**src/rtl/mips_pkg.sv**
```systemverilog
// Shared encodings for the EX-stage multiply/divide unit.
package mips_pkg;

  typedef enum logic [1:0] {
    MD_MULT  = 2'b00,
    MD_MULTU = 2'b01,
    MD_DIV   = 2'b10,
    MD_DIVU  = 2'b11
  } md_op_t;

  typedef enum logic [1:0] {
    IDLE = 2'b00,
    CALC = 2'b01,
    FIX  = 2'b10
  } md_state_t;

  localparam int MD_ITERS = 32;

endpackage

```
**src/rtl/mult_div_unit.sv**
```systemverilog
// Iterative MULT/MULTU/DIV/DIVU unit writing HI/LO; one shift-add or restoring step per cycle.
module mult_div_unit
  import mips_pkg::*;
#(
  parameter int WIDTH = 32
) (
  input  logic             clk,
  input  logic             rst_n,
  input  logic             start,
  input  logic [1:0]       op,
  input  logic [WIDTH-1:0] OperandA,
  input  logic [WIDTH-1:0] OperandB,
  input  logic             hi_we,
  input  logic             lo_we,
  input  logic [WIDTH-1:0] wdata,
  output logic             busy,
  output logic             done,
  output logic [WIDTH-1:0] hi,
  output logic [WIDTH-1:0] lo
);

  localparam int CW = $clog2(WIDTH);

  md_state_t          state, state_nxt;
  md_op_t             op_q;
  logic [CW-1:0]      cnt;
  logic [2*WIDTH-1:0] acc, acc_nxt;
  logic [WIDTH-1:0]   mb;
  logic               sa, sb;

  logic               is_div, sgn_op, sa_in, sb_in, div0;
  logic [WIDTH-1:0]   mag_a, mag_b, quo, rem;
  logic [WIDTH:0]     addsub;
  logic [2*WIDTH-1:0] prod;

  function automatic logic [WIDTH-1:0] neg_w(input logic [WIDTH-1:0] v);
    return ~v + WIDTH'(1);
  endfunction

  function automatic logic [2*WIDTH-1:0] neg_d(input logic [2*WIDTH-1:0] v);
    return ~v + (2*WIDTH)'(1);
  endfunction

  // Operand capture: magnitudes and sign flags for the signed ops
  always_comb begin
    sgn_op = (md_op_t'(op) == MD_MULT) || (md_op_t'(op) == MD_DIV);
    sa_in  = sgn_op & OperandA[WIDTH-1];
    sb_in  = sgn_op & OperandB[WIDTH-1];
    mag_a  = sa_in ? neg_w(OperandA) : OperandA;
    mag_b  = sb_in ? neg_w(OperandB) : OperandB;
  end

  // Shared 33-bit adder: shift-add for multiply, restoring subtract for divide.
  // acc holds {partial product, multiplier} or {remainder, dividend/quotient}.
  always_comb begin
    is_div  = (op_q == MD_DIV) || (op_q == MD_DIVU);
    addsub  = '0;
    acc_nxt = acc;
    if (is_div) begin
      addsub = acc[2*WIDTH-1:WIDTH-1] - {1'b0, mb};
      if (!addsub[WIDTH])
        acc_nxt = {addsub[WIDTH-1:0], acc[WIDTH-2:0], 1'b1};
      else
        acc_nxt = {acc[2*WIDTH-2:0], 1'b0};
    end else begin
      addsub  = {1'b0, acc[2*WIDTH-1:WIDTH]} + (acc[0] ? {1'b0, mb} : '0);
      acc_nxt = {addsub, acc[WIDTH-1:1]};
    end
  end

  // Sign fix; a zero divisor leaves the all-ones quotient untouched and the
  // remainder (|A| re-signed) reproduces the dividend.
  always_comb begin
    div0 = (mb == '0);
    prod = (sa ^ sb) ? neg_d(acc) : acc;
    quo  = ((sa ^ sb) && !div0) ? neg_w(acc[WIDTH-1:0]) : acc[WIDTH-1:0];
    rem  = sa ? neg_w(acc[2*WIDTH-1:WIDTH]) : acc[2*WIDTH-1:WIDTH];
  end

  always_ff @(posedge clk) begin
    if (!rst_n) state <= IDLE;
    else        state <= state_nxt;
  end

  always_comb begin
    state_nxt = state;
    case (state)
      IDLE:    if (start) state_nxt = CALC;
      CALC:    if (cnt == CW'(MD_ITERS - 1)) state_nxt = FIX;
      FIX:     state_nxt = IDLE;
      default: state_nxt = IDLE;
    endcase
  end

  assign busy = (state != IDLE);

  always_ff @(posedge clk) begin
    if (!rst_n) begin
      hi   <= '0;
      lo   <= '0;
      done <= 1'b0;
      cnt  <= '0;
    end else begin
      done <= 1'b0;
      case (state)
        IDLE: begin
          if (hi_we) hi <= wdata;
          if (lo_we) lo <= wdata;
          if (start) begin
            op_q <= md_op_t'(op);
            acc  <= {{WIDTH{1'b0}}, mag_a};
            mb   <= mag_b;
            sa   <= sa_in;
            sb   <= sb_in;
            cnt  <= '0;
          end
        end
        CALC: begin
          acc <= acc_nxt;
          cnt <= cnt + CW'(1);
        end
        FIX: begin
          hi   <= is_div ? rem : prod[2*WIDTH-1:WIDTH];
          lo   <= is_div ? quo : prod[WIDTH-1:0];
          done <= 1'b1;
        end
        default: ;
      endcase
    end
  end

endmodule
```
**config.mk**
```make
export PLATFORM = sky130hd
export DESIGN_NAME = mult_div_unit
export DESIGN_NICKNAME = d
export VERILOG_FILES = /design/src/rtl/mips_pkg.sv /design/src/rtl/mult_div_unit.sv
export SDC_FILE = /design/constraint.sdc
export NUM_CORES = 1
export LEC_CHECK = 0
export BUFFER_PORTS_ARGS = -buffer_cell sky130_fd_sc_hd__buf_2
export CORE_MARGIN = 2
export CORE_UTILIZATION = 60
export CTS_BUF_LIST = sky130_fd_sc_hd__clkbuf_16
export CTS_CLUSTER_SIZE = 10
export DETAILED_ROUTE_END_ITERATION = 7
export GPL_TIMING_DRIVEN = 0
export PLACE_DENSITY = 0.93
export SYNTH_ARGS = -nofsm -noshare
export SYNTH_HDL_FRONTEND = slang
export SYNTH_SLANG_ARGS = --single-unit
export TNS_END_PERCENT = 5
```
**constraint.sdc**
```tcl
create_clock -name clk -period 11.7 [get_ports clk]
set_input_delay 2.34 -clock clk [delete_from_list [all_inputs] [get_ports clk]]
set_output_delay 2.34 -clock clk [all_outputs]
set_load 0.01 [all_outputs]
```
==> flow_summary.json <==
{
  "critPathMaxStageDelay_ns": 0.57,
  "synth_fp_nets": 1904,
  "total_power_mw": 1.87,
  "finalNetCount": 2093,
  "path_depth": 10,
  "synthArstFlopShare": 0,
  "timing_worst_slew_pin_value_ns": 1.01,
  "area_growth_pct": 13.6,
  "ant_nets": 0,
  "synth_edf_count": 99,
  "grtUsageTotal": 0.383,
  "r2r_cells": 13,
  "stdcell_area_um2": 15900,
  "cts_sinks": 171,
  "grt_pass1_vias": 13500,
  "startpoint": "OperandA[11]",
  "first_iter_violations": 1963,
  "top_usage_layer": "met2",
  "crit_buf_inv": 1,
  "p_leak_nw": 6.49,
  "clk_latency_ns": 0.45,
  "ys.warnings.count": 0,
  "crit_arrival_ns": 4.98,
  "fp.coreArea_um2": 22800,
  "die_area_um2": 24600,
  "placed_area_um2": 15300,
  "clock_path_buffers": 2,
  "fp.dieH_um": 157,
  "cp_max_fo": 4,
  "synth_seq_cells": 171,
  "powerDensity_nw_per_um2": 117,
  "fmax_mhz": 208,
  "io_pins": 169,
  "clkTransAtPathRegs_ns": 0.08,
  "hp-start": "hi[16]$_SDFFE_PN0P_",
  "place_inst": 2212,
  "cts-htree-levels": 4,
  "use_met1": 0.491,
  "final_common_cell": "nor2_1",
  "fin_crit_ns": 4.81,
  "num_vias": 14700,
  "fin_util": 0.700,
  "cts_tree": "built",
  "use_met3": 0.0611,
  "synth_area_um2": 14000,
  "stdcell_count": 2244,
  "layout_common_cells": "232 x nor2_1, 198 x a21oi_1, 169 x buf_2, 113 x nand2_1, 99 x edfxtp_1",
  "crit_type": "in -> reg",
  "finalClockSkew_ns": 0.0173,
  "chipWidth_um": 157,
  "critPathTopFamily": "simple AND/OR/NAND/NOR gates",
  "numCtsBuffers": 17,
  "cp-end-kind": "flip-flop",
  "outcome": "finished, final reports clean",
  "final_max_slew_viol_count": 0,
  "maxSlewHeadroom": 0.323,
  "ys_seq_area_frac": 0.314,
  "grt_pass1_wl_um": 72700,
  "rows": 55,
  "hold_violations": 0,
  "start_util": 0.616,
  "grt_max_degree": 36,
  "drt_pre_antenna_iters": 6,
  "gp_congestion": 1.03,
  "avgSynthCellArea_um2": 8.12,
  "cp-start-kind": "input pin",
  "holdBufCountCts": 0,
  "hold_path_depth": 2,
  "path_cells": "buf_2, or4_1, or3_1, nor4_1, nand2_1, nor4_2, and2_1, a21oi_1, xnor2_1, a21oi_1",
  "cp.required_ns": 11.87,
  "wl_per_cell_um": 21.4,
  "drc_errors": 0,
  "drv_cap": 0,
  "preCtsSetupSlack_ns": 6.51,
  "numPortBuffers": 167,
  "grt-ovfl-total": 0,
  "hpwl_um": 38000,
  "root_buffer": "clkbuf_16",
  "synth.distinct_cells": 84,
  "avgViaCountPerCell": 6.55,
  "drive_above_1_share": 0.128,
  "antenna_found_initial": 0,
  "synth_cells": 1729,
  "crit_path_top_delay_cell": "or4_1",
  "tns_ns": 0,
  "synthFlopType": "edfxtp_1",
  "grt_use_met2": 0.608,
  "rsz0062_at_grt": "false",
  "ir_drop_mv": 0.0795,
  "timing.rr.start": "acc[31]$_DFFE_PP_",
  "cp_common_cell": "a21oi_1",
  "finalWorstSetupSlack_ns": 6.89,
  "wl_um": 48000,
  "min_path_type": "reg -> reg",
  "fin_crit_sh": 0.411,
  "n_antenna_cell": 0,
  "cts_resized": 0,
  "setup_violations": 0,
  "postCtsSetupBuffers": 0,
  "whs_ns": 0.456
}
## routing by layer
layer / share of wire / routed length [µm]
met5: 0 / 0
met1: 0.39 / 18600
met3: 0.11 / 5290
met2: 0.44 / 21100
met4: 0.062 / 2980
## worst reg2reg max path, cell delays in order (launching register included)
cell and delay [ns]:
edfxtp_1 0.51, inv_1 0.08, ha_1 0.23, fa_1 0.44, nand2b_1 0.19, a21oi_1 0.36
o21ai_0 0.26, a21oi_1 0.42, o2111ai_1 0.21, nand3_1 0.31, clkbuf_1 0.71, nor2_1 0.12
a21oi_1 0.23, a211oi_1 0.11
## sequential cells by signal, indices dropped and copies added, names as in the netlist, 2 cells and up
name and count:
acc 64, cnt 5, lo 32, mb 32, state 2, hi 32
## Yosys cell counts (12+ instances only)
library cell,instances,area share
nor4_1,16,0.0071
o41ai_1,19,0.012
o21a_1,12,0.0064
a21o_1,27,0.014
nand3_1,44,0.016
a21oi_1,198,0.071
o31ai_1,27,0.014
xor2_1,79,0.049
nor3_1,45,0.016
nand2_1,113,0.030
nand4_1,13,0.0058
o211ai_1,12,0.0064
a31oi_1,25,0.011
dfxtp_1,72,0.10
a211oi_1,59,0.032
o21ai_0,91,0.032
inv_1,62,0.017
nand2b_1,18,0.0080
and3_1,15,0.0067
mux2i_1,36,0.026
nor2_1,234,0.063
or4_1,12,0.0064
edfxtp_1,99,0.21
or3_1,19,0.0085
clkbuf_1,80,0.021
xnor2_1,81,0.051
ha_1,70,0.062
## logic make-up (layout without fill, tap and decap cells)
group	after synthesis	count (layout)	synth area share
buf+inv	152	354	0.0416
mux	44	44	0.0321
flops	171	171	0.314
compound gates	538	538	0.242
simple gates	592	592	0.205
xor+xnor	160	160	0.0998
fa+ha+maj	72	72	0.0653
## layout make-up
cell class	instances	area [µm²]
clock buffers	18	450
flip-flops and latches	171	4410
repair buffers	170	903
fillers	1821	6830
multi-input cells	1406	9050
inverters	63	236
clock inverters	14	149
well taps	313	392
plain buffers	89	348
## power by group
part           leakage, nW  internal (mW)  total [mW]  switching [mW]
Combinational         4.66          0.207       0.544           0.337
Sequential            1.53          0.685       0.738          0.0530
Clock                0.297          0.299       0.590           0.291
## final timing paths
check	endpoint	slack, ns
worst min-delay path	hi[16]$_SDFFE_PN0P_	0.46
worst max-delay path	acc[27]$_DFFE_PP_	6.89
worst min register to register	hi[16]$_SDFFE_PN0P_	0.46
worst max register to register	acc[44]$_SDFFCE_PN0P_	7.27
No activity file was read; power rests on OpenSTA's default activity.
